===== src/rtl/fifo_rd_pkg.sv =====
// Gray/binary pointer conversion helpers shared by the FIFO read- and write-side controllers.
// Functions work on a 32-bit container; callers zero-extend and truncate to their pointer width.
package fifo_rd_pkg;

  localparam int unsigned MaxPtrW = 32;

  function automatic logic [MaxPtrW-1:0] bin2gray(input logic [MaxPtrW-1:0] b);
    return b ^ (b >> 1);
  endfunction

  // Each binary bit is the XOR of its Gray bit and every Gray bit above it.
  function automatic logic [MaxPtrW-1:0] gray2bin(input logic [MaxPtrW-1:0] g);
    logic [MaxPtrW-1:0] b;
    b = g;
    for (int i = 1; i < MaxPtrW; i++) begin
      b = b ^ (g >> i);
    end
    return b;
  endfunction

endpackage


===== src/rtl/ptr_sync.sv =====
// Multi-flop synchroniser chain for Gray pointers crossing clock domains.
// Synchronous active-high reset clears every stage.
module ptr_sync #(
  parameter int unsigned WIDTH  = 11,
  parameter int unsigned STAGES = 2
) (
  input  logic             i_clk,
  input  logic             i_rst,
  input  logic [WIDTH-1:0] i_d,
  output logic [WIDTH-1:0] o_q
);

  logic [WIDTH-1:0] r_sync [STAGES];

  always_ff @(posedge i_clk) begin
    if (i_rst) begin
      for (int unsigned i = 0; i < STAGES; i++) begin
        r_sync[i] <= '0;
      end
    end else begin
      r_sync[0] <= i_d;
      for (int unsigned i = 1; i < STAGES; i++) begin
        r_sync[i] <= r_sync[i-1];
      end
    end
  end

  assign o_q = r_sync[STAGES-1];

endmodule


===== src/rtl/rptr_empty_ctrl.sv =====
// Async FIFO read-side controller: read pointers, RAM address, empty/almost-empty/level flags.
// Optional sticky underflow flag built only when RPTR_UNDERFLOW_EN is defined.
module rptr_empty_ctrl
  import fifo_rd_pkg::*;
#(
  parameter int unsigned ADDR_W      = 10,
  parameter int unsigned SYNC_STAGES = 2,
  parameter int unsigned AEMPTY_TH   = 4
) (
  input  logic              rclk,
  input  logic              rrst,
  input  logic              ren,
  input  logic [ADDR_W:0]   wptr_g,
  output logic [ADDR_W-1:0] raddr,
  output logic [ADDR_W:0]   rptr_g,
  output logic              rempty,
  output logic              raempty,
  output logic [ADDR_W:0]   rlevel,
  output logic              runderflow
);

  localparam int unsigned PtrW = ADDR_W + 1;

  logic [ADDR_W:0]   w_wq_g;
  logic [ADDR_W:0]   w_rbin_next;
  logic [ADDR_W:0]   w_rgray_next;
  logic [ADDR_W:0]   w_wbin;
  logic [ADDR_W:0]   w_level;
  logic              w_pop;

  logic [ADDR_W:0]   r_rbin;
  logic [ADDR_W-1:0] r_raddr;
  logic [ADDR_W:0]   r_rptr_g;
  logic              r_rempty;
  logic              r_raempty;
  logic [ADDR_W:0]   r_rlevel;

  ptr_sync #(
    .WIDTH  (PtrW),
    .STAGES (SYNC_STAGES)
  ) u_wptr_sync (
    .i_clk (rclk),
    .i_rst (rrst),
    .i_d   (wptr_g),
    .o_q   (w_wq_g)
  );

  always_comb begin
    w_pop        = ren & ~r_rempty;
    w_rbin_next  = r_rbin + PtrW'(w_pop);
    w_rgray_next = PtrW'(bin2gray(32'(w_rbin_next)));
    w_wbin       = PtrW'(gray2bin(32'(w_wq_g)));
    w_level      = w_wbin - w_rbin_next;
  end

  // Full-width Gray compare: the wrap bit keeps a full FIFO from looking empty.
  always_ff @(posedge rclk) begin
    if (rrst) begin
      r_rbin    <= '0;
      r_raddr   <= '0;
      r_rptr_g  <= '0;
      r_rempty  <= 1'b1;
      r_raempty <= 1'b1;
      r_rlevel  <= '0;
    end else begin
      r_rbin    <= w_rbin_next;
      r_raddr   <= w_rbin_next[ADDR_W-1:0];
      r_rptr_g  <= w_rgray_next;
      r_rempty  <= (w_rgray_next == w_wq_g);
      r_raempty <= (w_level <= PtrW'(AEMPTY_TH));
      r_rlevel  <= w_level;
    end
  end

  assign raddr   = r_raddr;
  assign rptr_g  = r_rptr_g;
  assign rempty  = r_rempty;
  assign raempty = r_raempty;
  assign rlevel  = r_rlevel;

`ifdef RPTR_UNDERFLOW_EN
  logic r_runderflow;

  always_ff @(posedge rclk) begin
    if (rrst) begin
      r_runderflow <= 1'b0;
    end else if (ren && r_rempty) begin
      r_runderflow <= 1'b1;
    end
  end

  assign runderflow = r_runderflow;
`else
  assign runderflow = 1'b0;
`endif

endmodule

===== config.mk =====
export PLATFORM = sky130hd
export DESIGN_NAME = rptr_empty_ctrl
export DESIGN_NICKNAME = d
export VERILOG_FILES = /design/src/rtl/fifo_rd_pkg.sv /design/src/rtl/ptr_sync.sv /design/src/rtl/rptr_empty_ctrl.sv
export SDC_FILE = /design/constraint.sdc
export NUM_CORES = 1
export LEC_CHECK = 0
export ABC_CLOCK_PERIOD_IN_PS = 9250
export CAP_MARGIN = 0
export CORE_ASPECT_RATIO = 1.75
export CORE_MARGIN = 2
export CORE_UTILIZATION = 45
export DETAILED_ROUTE_END_ITERATION = 12
export HOLD_SLACK_MARGIN = 0.1
export PLACE_DENSITY = 0.7
export RECOVER_POWER = 50
export SLEW_MARGIN = 20
export SYNTH_ARGS = -nofsm -noshare
export SYNTH_HDL_FRONTEND = slang
export SYNTH_SLANG_ARGS = --single-unit

===== constraint.sdc =====
create_clock -name rclk -period 9.25 [get_ports rclk]
set_clock_uncertainty 0.1 [all_clocks]
set_input_delay 1.85 -clock rclk [delete_from_list [all_inputs] [get_ports rclk]]
set_output_delay 1.85 -clock rclk [all_outputs]
set_load 0.05 [all_outputs]

* Yosys cells after proc, flatten, opt, wreduce, memory -nomap -nowiden *
Memory sizes are Yosys's and may differ from the RTL's.
Index checks and enable logic that the tools add are counted.

cells by class
  mux-type cells = 5
  add/sub/neg operators = 2
  bitwise logic cells = 15
  equality and inequality tests = 1
  $lt $le $gt $ge = 1

operators with widths
  kind                                                                     count
  11-bit two-way mux                                                       2
  11-bit by 10-bit XOR with 11-bit output                                  2
  11-bit by 1-bit adder with 11-bit output                                 1
  11-bit == test                                                           1
  11-bit by 3-bit <= comparator with 1-bit output (second input constant)  1
  11-bit subtractor                                                        1
  11-bit by 1-bit XOR with 11-bit output                                   1
  11-bit by 2-bit XOR with 11-bit output                                   1
  11-bit by 3-bit XOR with 11-bit output                                   1
  11-bit by 4-bit XOR with 11-bit output                                   1
  11-bit by 5-bit XOR with 11-bit output                                   1
  11-bit by 6-bit XOR with 11-bit output                                   1
  11-bit by 7-bit XOR with 11-bit output                                   1
  11-bit by 8-bit XOR with 11-bit output                                   1
  11-bit by 9-bit XOR with 11-bit output                                   1
  1-bit two-way mux                                                        3
  1-bit bitwise OR                                                         2
  1-bit AND                                                                1
  1-bit inverter                                                           1

storage, ports and cells
  input port bits = 14
  word-level logic and storage cells = 31
  memories = 1
  flip-flop bits (word level) = 45
  memory bits (writable) = 22

memories
  name                depth  bits a word  read ports  clocked after Yosys merged registers in  write ports  RTL line        text
  u_wptr_sync.r_sync  2      11           2           0                                        2            ptr_sync.sv:13  logic [WIDTH-1:0] r_sync [STAGES];

* Longest topological paths before layout *
Gate-level depths: netlist (run 1).
An unclocked memory read counts as a cell.

  depth in word-level cells = 13
  depth in mapped cells = 17
  depth with buffers taken out = 17

* Modules after synthesis *
A second synthesis (run 1) with hierarchy kept.

second synthesis, totals
  cells, all modules = 339
  area, all modules = 3145.5 um^2

modules (own cells, without submodules)
  module           cells an instance  area each (um^2)  times used
  rptr_empty_ctrl  282                2422.3            1
  ptr_sync         57                 723.2             1

* Worst setup path after synthesis (run 1) *
Ideal clock, no wire load.

  path kind = in2reg
  start point = input ren
  end point = register r_raempty (netlist: raempty)
  path buffers = 1
  setup slack = 4471 ps
  data required time = 9034 ps
  library setup time = 116 ps
  data arrival time = 4563 ps
  stages = 13
  cell sequence = nor2b_1 ha_1 ha_1 clkbuf_1 xnor2_1 ha_1 a21o_1 a21oi_1 o21bai_1 a21oi_1 mux2i_1 nor3b_1 a41o_1

on the way
  cells in the longest elaborated chain, start to end = 4

ends and longest elaborated chain
  item                                             RTL line               text
  start: declaration                               rptr_empty_ctrl.sv:12  input logic ren,
  1-bit AND                                        rptr_empty_ctrl.sv:49  w_pop = ren & ~r_rempty;
  11-bit by 1-bit adder with 11-bit output         rptr_empty_ctrl.sv:50  w_rbin_next = r_rbin + PtrW'(w_pop);
  11-bit subtractor                                rptr_empty_ctrl.sv:53  w_level = w_wbin - w_rbin_next;
  11-bit by 3-bit <= comparator with 1-bit output  rptr_empty_ctrl.sv:70  r_raempty <= (w_level <= PtrW'(AEMPTY_TH));
  end signal: assignment                           rptr_empty_ctrl.sv:70
  end: declaration                                 rptr_empty_ctrl.sv:35  logic r_raempty;

Every way passes these cells.
A chain may end at the register's enable or synchronous reset.

* Final worst setup path (run 1) *
Ends and elaborated chain as after synthesis.

==> results of run 1 <==
==> layout make-up <==
cell class	count	area [um2]
fill	600	2753
multi-input combinational	246	1663
sequential	56	1121
timing repair buffer	47	464.2
tap	80	100.1
clock buffer	7	86.33
inverter	9	33.78
clock inverter	1	7.507
==> power groups by stage <==
stage | logic (uW) | registers (uW) | clock network, uW
finish | 258 | 271 | 139
global route | 280 | 273 | 152
CTS | 265 | 272 | 143
detailed placement | 263 | 277 | 0
global placement | 262 | 276 | 0
floorplan | 128 | 337 | 0
==> worst paths after layout <==
kind | from | end | slack (ns) | depth (start not counted)
worst min-delay path | u_wptr_sync.r_sync[0][5]$_SDFF_PP0_ | u_wptr_sync.r_sync[0][16]$_SDFF_PP0_ | 0.34 | 1
worst min register to register | u_wptr_sync.r_sync[0][5]$_SDFF_PP0_ | u_wptr_sync.r_sync[0][16]$_SDFF_PP0_ | 0.34 | 1
worst max register to register | u_wptr_sync.r_sync[0][21]$_SDFF_PP0_ | raempty$_SDFF_PP1_ | 4.69 | 17
worst max-delay path | ren | raempty$_SDFF_PP1_ | 3.92 | 13
==> kinds of logic (layout without fill, tap and decap cells) <==
group,Yosys count,in the layout,synth area share
buffers and inverters,27,64,0.03638
muxes,4,4,0.01429
AOI/OAI and AO/OA,52,52,0.1126
xor gates and xnor gates,53,53,0.1823
adders and majority gates,13,13,0.05890
other,1,1,0.001298
DFF,56,56,0.3880
and+or+nand+nor,123,123,0.2062
==> state kept, by name (all words and copies together) (netlist names) <==
register / flops
rlevel: 11
r_rbin: 1
u_wptr_sync.r_sync: 22
rempty: 1
raempty: 1
rptr_g: 11
raddr: 9
==> layer usage <==
layer,global-route usage,share of wire
met5,0,0
met4,0.1125,0.040
met3,0.02843,0.030
met2,0.3824,0.57
met1,0.1847,0.36
==> worst max-delay path, cell delays in order <==
cell and delay [ns]:
clkdlybuf4s50_1 0.45, nor2b_1 0.13, ha_1 0.24, ha_1 0.57, xnor2_1 0.35, ha_1 0.38
a21o_1 0.20, a21oi_1 0.24, o21bai_1 0.13, a21oi_1 0.37, mux2i_1 0.23, nor3b_1 0.06
a41o_1 0.24
==> per-stage QoR <==
step                      utilization  hold slack, ns  worst slack, ns  power, uW  area [um2]
after floorplan                     -          0.3138            4.471      465.9        2889
after global placement         0.5432          0.3167            3.746      538.4        3383
after detailed placement       0.5432          0.3272            3.594      540.4        3383
after CTS                      0.5583          0.3491            3.923      679.3        3477
after global routing           0.5581          0.3623            3.645      705.9        3476
final                          0.5581          0.3441            3.918      667.1        3476
==> cell usage in the layout, fill, tap and decap left out, types with 3 or more instances in the layout <==
cell type,n
clkdlybuf4s50_1,27
nand4_1,3
nand2b_1,4
mux2i_1,3
nor3b_1,3
nand3_1,8
xnor2_1,27
a21o_1,3
nor2b_1,26
ha_1,12
o2111ai_1,3
xor2_1,20
dfxtp_1,56
nand2_1,20
clkbuf_8,6
a21oi_1,16
inv_1,9
dlygate4sd3_1,19
nor2_1,45
a31oi_1,5
o21ai_0,13
nor3_1,6
xnor2_2,3
==> results, run 1 <==
- At the pin with the least slew margin, the transition time is 2.322 ns.
- The gate count after technology mapping is 329.
- Across all layers, the routed design uses 2331 vias.
- The clock latency reported for the late side of the worst-skew pair is 0.32 ns.
- The first TritonRoute pass finished after 4 iterations.
- Entering global routing, the biggest net connects 57 pins.
- The filler-free cell count of the finished design is 446.
- The count of pins over their slew limit came to 57.
- The clock passes through at most 2 buffers.
- The tree built by TritonCTS fans out to 56 sinks.
- Synthesis inferred 56 register bits.
- The ratio of routed vias to standard cells is 5.226.
- The number of warnings printed during yosys synthesis is 0.
- Including well taps, the total number of placed cells is 438.
- For the worst setup path, the data required time is 9.36 ns.
- The worst pin sits at a relative slew slack of -0.5477.
- The switching power as a share of total power is 0.3695.
- The layout cell share with drive strength beyond 1 is 0.04372.
- The most common cell in the synthesized netlist is dfxtp_1.
- Internal power comes to 420.6 uW.
- Across every metal layer, demand over resource in global routing totals 0.1934.
- The highest clock rate is 187.5 MHz.
- The final reports fail on capacitance limit, slew limit.
- The synthesis-to-finish area growth is 20.31%.
- 0 antenna diodes ended up in the layout.
- By count the netlist is led by dfxtp_1 (56), nor2_1 (45), xnor2_1 (27).
- After clock tree synthesis, the setup repair step added 0 buffers.
- From left edge to right edge, the die measures 64.57 um.
- The number of hold buffers added after CTS is 0.
- The region available for standard cell placement spans 0.006228 mm2.
- The number of H-tree levels is 2.
- The run finished, with violations left.
- Of the post-synthesis cell area, the dominant cell type holds 0.3880.
- Counting the buffers created by CTS gives 5.
- Dividing the detail-routed wire length by the instance count gives 14.43 um.
- The via count of the first global-routing pass is 2188.
- The clock share of power is 0.208.
- The routed wire length is 6.434 mm.
- When the netlist entered floorplanning its net count stood at 356.
- Clock tree synthesis selected as its root buffer the cell clkbuf_8.
- The synthesized netlist occupies a cell area of 0.002889 mm2.
- The floorplan has 38 rows.
- The number of buffers inserted by port buffering is 47.
- Across the VDD grid, the largest voltage drop is 0.1438 mV.
- The number of enable-type register cells in the synthesized netlist is 0.
- The die area is 0.007102 mm2.
- Of the synthesized area, sequential elements account for 0.3880.
- After layout, the minimum clock period comes to 5.332 ns.
- Of the total power, registers draw 0.406.
- The hold violation total from the final report is 0.
- Adding up every negative setup slack in the final design gives 0 ns.
- The category of the critical setup timing path is input pin to register.
- The synthesized area per cell is 8.781 um2.
- The congestion estimate from routability-driven global placement came to 0.8539.
- The initial core utilization is 0.4638.
- The power density relative to cell area is 191.9 mW/mm2.
- The number of nets with antenna violations after detailed routing is 0.
- The total overflow left after global routing is 0.
- The HPWL reported at the end of detailed placement is 4.997 mm.
- STA classifies the critical path startpoint as an input pin.
- Yosys mapped the design onto 45 distinct sky130hd cell types.
- By area the synthesized netlist is led by dfxtp_1 (39%), xnor2_1 (8.2%), xor2_1 (6.1%).
- Dividing the final minimum period by the clock period gives 0.5765.
- Summed over all nets, the switching power comes to 246.5 uW.
- The number of max-capacitance violations reported is 1.
- Setup repair after global routing left no endpoint under its margin.
- Data on the critical path arrives at its endpoint at 5.44 ns.
- In this run the worst path has a maximum fanout of 16.
- The most used flip-flop cell after synthesis is dfxtp_1.
- The relative contribution of combinational cells to total power is 0.387.
- The initial antenna violation count is 0.
- Once the clock tree was built, the resizer swapped 0 gates to a different size.
- For this run, the post-layout net count is 392.
- The number of placed I/O pins is 49.
- The worst setup path is captured at a register.
- For this design the static power due to leakage is 0.001367 uW.
- The first global-routing pass estimated 10.34 mm of wire.
- Counting flops with an async set or reset pin after synthesis yields a share of 0.
- The height of the die is 110.0 um.
- The count of final setup violators is 0.
- The min-delay analysis places its worst path in the category register to register.
- The detailed router's first-iteration violation count is 111.
- The post-CTS clock slew at the launch and capture registers of the worst setup and hold paths is 0.09 ns.
- After detailed routing, the number of remaining DRC violations is 0.
- TritonCTS built the clock tree.
- The cell taking the most area after synthesis is dfxtp_1.
Power figures use the tool's default switching activity.
==> inputs of run 2 (changes only) <==
--- a/config.mk
+++ b/config.mk
@@ -5,7 +5,7 @@
 export SDC_FILE = /design/constraint.sdc
 export NUM_CORES = 1
 export LEC_CHECK = 0
-export ABC_CLOCK_PERIOD_IN_PS = 9250
+export ABC_CLOCK_PERIOD_IN_PS = 5500
 export CAP_MARGIN = 0
 export CORE_ASPECT_RATIO = 1.75
 export CORE_MARGIN = 2
==> constraint.sdc (replaced) <==
create_clock -name rclk -period 5.5 [get_ports rclk]
set_clock_uncertainty 0.1 [all_clocks]
set_input_delay 1.1 -clock rclk [delete_from_list [all_inputs] [get_ports rclk]]
set_output_delay 1.1 -clock rclk [all_outputs]
set_load 0.05 [all_outputs]
==> run 2 against run 1 <==
Against the previous run:
- the flow still finishes with violations (capacitance limit, slew limit)
- via count rose by 0.56%
- sequential share of layout area fell by 0.12 points
- clock-buffer cell count fell by 2
- wire length rose by 1.4%
- critical endpoint unchanged
- largest power group unchanged
- highest routed layer unchanged
==> results, run 2 (synthesis results as in run 1) <==
- The initial core utilization is 0.4638 (unchanged).
- The power density relative to cell area was 329.9 mW/mm2 (+72%).
- The leakage power is 0.001377 uW (+0.73%).
- The share of the core filled with cells in the final layout is 0.5601 (+0.002009).
- Timing would allow up to 217.6 MHz.
- The detailed router's first-iteration violation count is 169 (+52%).
- The post-route minimum period is 4.595 ns.
- The setup slack after layout is 0.9045 ns (-3.013 ns).
- The count of pins over their slew limit is 57 (unchanged).
- The horizontal die dimension is 64.57 um (unchanged).
- The global-route total usage across every layer is 0.1975 (+0.004072).
- The final setup TNS is 0 ns (unchanged).
- The cell with the largest stage delay on the worst path is ha_1.
- The run finished, with violations left.
- The post-placement setup slack came to 0.6102 ns (-2.984 ns).
- The setup fix buffers added after clock tree synthesis is 0 (unchanged).
- The via count of the first global-routing pass is 2221 (+1.5%).
- The via count of the routed design is 2344 (+0.56%).
- TritonCTS built the clock tree.
- The clock latency reported for the late side of the worst-skew pair came to 0.31 ns (about the same).
- The number of max-capacitance violations reported was 1 (unchanged).
- The worst register-to-register path begins at u_wptr_sync.r_sync[0][21]$_SDFF_PP0_.
- The maximum buffer depth of the clock tree is 2 (unchanged).
- The category of the critical setup timing path is input pin to register.
- The flip-flop count of the largest register, all copies and words added came to 22 (unchanged).
- The endpoint required time on the critical path is 5.60 ns (-3.76 ns).
- The worst hold path begins at u_wptr_sync.r_sync[0][5]$_SDFF_PP0_.
- The height of the die is 110.0 um (unchanged).
- The ratio of routed vias to standard cells came to 5.267 (+0.78%).
- The die area is 0.007102 mm2 (unchanged).
- The endpoint kind of the worst setup timing path is a register.
- The layout cell share with drive strength beyond 1 is 0.04384 (+0.0001198).
- The count of final setup violators was 0 (unchanged).
- The number of buffers inserted by port buffering is 47 (unchanged).
- The routed wire length is 6.525 mm (+1.4%).
- The cell depth of the worst min-delay path is 1 (unchanged).
- The clock buffer count from CTS came to 5 (unchanged).
- The most frequent cell on the critical path is ha_1.
- The last weighted congestion value of the routability-driven placer came to 0.8530 (-0.11%).
- The minimum setup slack among reg-to-reg paths is 0.92 ns (-3.77 ns).
- The worst min-delay path category is register to register.
- The post-CTS clock slew at the launch and capture registers of the worst setup and hold paths is 0.09 ns (about the same).
- The measured slew at the worst slew-check pin was 2.348 ns (+0.02610 ns).
- The largest vdd supply drop was 0.2821 mV (+96%).
- The area of the placeable core was 0.006228 mm2 (unchanged).
- The delay contributed by the slowest stage of the critical path is 0.57 ns (about the same).
- The relative slew slack is -0.5651 (-0.01740).
- The number of placed I/O pins is 49 (unchanged).
- The initial antenna violation count came to 0 (unchanged).
- The register containing the most flip-flops in the final layout is u_wptr_sync.r_sync.
- The endpoint identified for the worst register-to-register timing path is raempty$_SDFF_PP1_.
- The number of hold buffers added after CTS is 0 (unchanged).
- The number of clock sinks came to 56 (unchanged).
- Compared with the post-synthesis result, the final layout area differs by 20.75%.
- The remaining design rule violation count is 0 (unchanged).
- The signal on the critical path passes through clkdlybuf4s50_1 -> nor2b_1 -> ha_1 -> ha_1 -> xnor2_1 -> ha_1 -> a21o_1 -> a21oi_1 -> o21bai_1 -> a21oi_1 -> mux2i_1 -> nor3b_1 -> a41o_1.
- The number of H-tree levels is 2 (unchanged).
- The data arrival time at the worst-slack endpoint is 4.70 ns (-0.74 ns).
- The final global-route overflow total is 0 (unchanged).
- The root buffer cell is clkbuf_8.
- The fraction of the cycle the final worst path needs is 0.8355.
- The first-pass iteration count of the detailed router is 4 (unchanged).
- STA classifies the critical path startpoint as an input pin.
- The HPWL reported at the end of detailed placement came to 5.015 mm (+0.36%).
- The worst reg2reg path depth is 17 (unchanged).
- The largest net degree at the start of global routing is 57 (unchanged).
- The critical-path maximum fanout is 16 (unchanged).
- The hold violation total from the final report is 0 (unchanged).
- The count of cells resized by post-cts repair was 0 (unchanged).
- The net count of the finished layout is 393 (+0.26%).
- The most common cell after layout, fill and taps aside is dfxtp_1.
- The hold path endpoint is u_wptr_sync.r_sync[0][16]$_SDFF_PP0_.
- The diode insertion count for antenna repair is 0 (unchanged).
- Setup repair after global routing left no endpoint under its margin.
- In the layout the commonest cells are dfxtp_1 (56), nor2_1 (45), xnor2_1 (27), clkdlybuf4s50_1 (27), nor2b_1 (26).
- The routed wire length per instance is 14.66 um (+1.6%).
- The final reports fail on capacitance limit, slew limit.
- The placement row count came to 38 (unchanged).
- The first-pass GRT wire length was 10.54 mm (+1.9%).
- The number of nets with antenna violations after detailed routing came to 0 (unchanged).
## run 2: cell types whose count changed in the layout (fill, tap and decap cells not counted), sizes merged
| cell | delta |
|---|---|
| clkbuf | -2 |
| buf | +1 |
| bufinv | +1 |
| clkinvlp | -1 |
## run 2: final cells by class
type | count | area (um2)
multi-input cells | 246 | 1663
well taps | 80 | 100.1
clock inverters | 1 | 30.03
clock buffers | 5 | 68.82
inverters | 9 | 33.78
flip-flops and latches | 56 | 1121
fillers | 611 | 2740
repair buffers | 48 | 471.7
## run 2: worst max path at each step
stage | startpoint | end | slack [ns] | cells past startpoint
after detailed placement | ren | raempty$_SDFF_PP1_ | 0.61 | 13
after global placement | ren | raempty$_SDFF_PP1_ | 0.75 | 12
after CTS | ren | raempty$_SDFF_PP1_ | 0.93 | 13
after floorplan | u_wptr_sync.r_sync[0][21]$_SDFF_PP0_ | raempty$_SDFF_PP1_ | 1.42 | 17
after global routing | ren | rlevel[9]$_SDFF_PP0_ | 0.58 | 13
final | ren | raempty$_SDFF_PP1_ | 0.90 | 13
## run 2: critical path, delay by kind of cell
family	cells	cell delay [ns]
compound gates	5	1.18
xor+xnor	1	0.34
fa+ha+maj	3	1.19
buf+inv	1	0.45
mux	1	0.25
simple gates	2	0.18
## run 2: where the power goes
part / switching (uW) / internal, uW
logic: 276 / 163
clock network: 126 / 131
registers: 12.8 / 442
## run 2: metal layers
metal	vias up	wire (um)	track usage
met5	-	0	0
met4	0	408	0.1444
met3	24	182	0.03046
met2	60	3470	0.3646
met1	1094	2463	0.1976
li1	1166	-	-
## run 2: stage by stage
stage | instances | cell area (um2) | hold WS, ns | power, uW
global placement | 439 | 3391 | 0.3168 | 905.5
finish | 445 | 3488 | 0.3436 | 1151
global route | 445 | 3488 | 0.3595 | 1216
CTS | 445 | 3490 | 0.3467 | 1169
detailed placement | 439 | 3391 | 0.3247 | 911.4
floorplan | 329 | 2889 | 0.3138 | 783.6
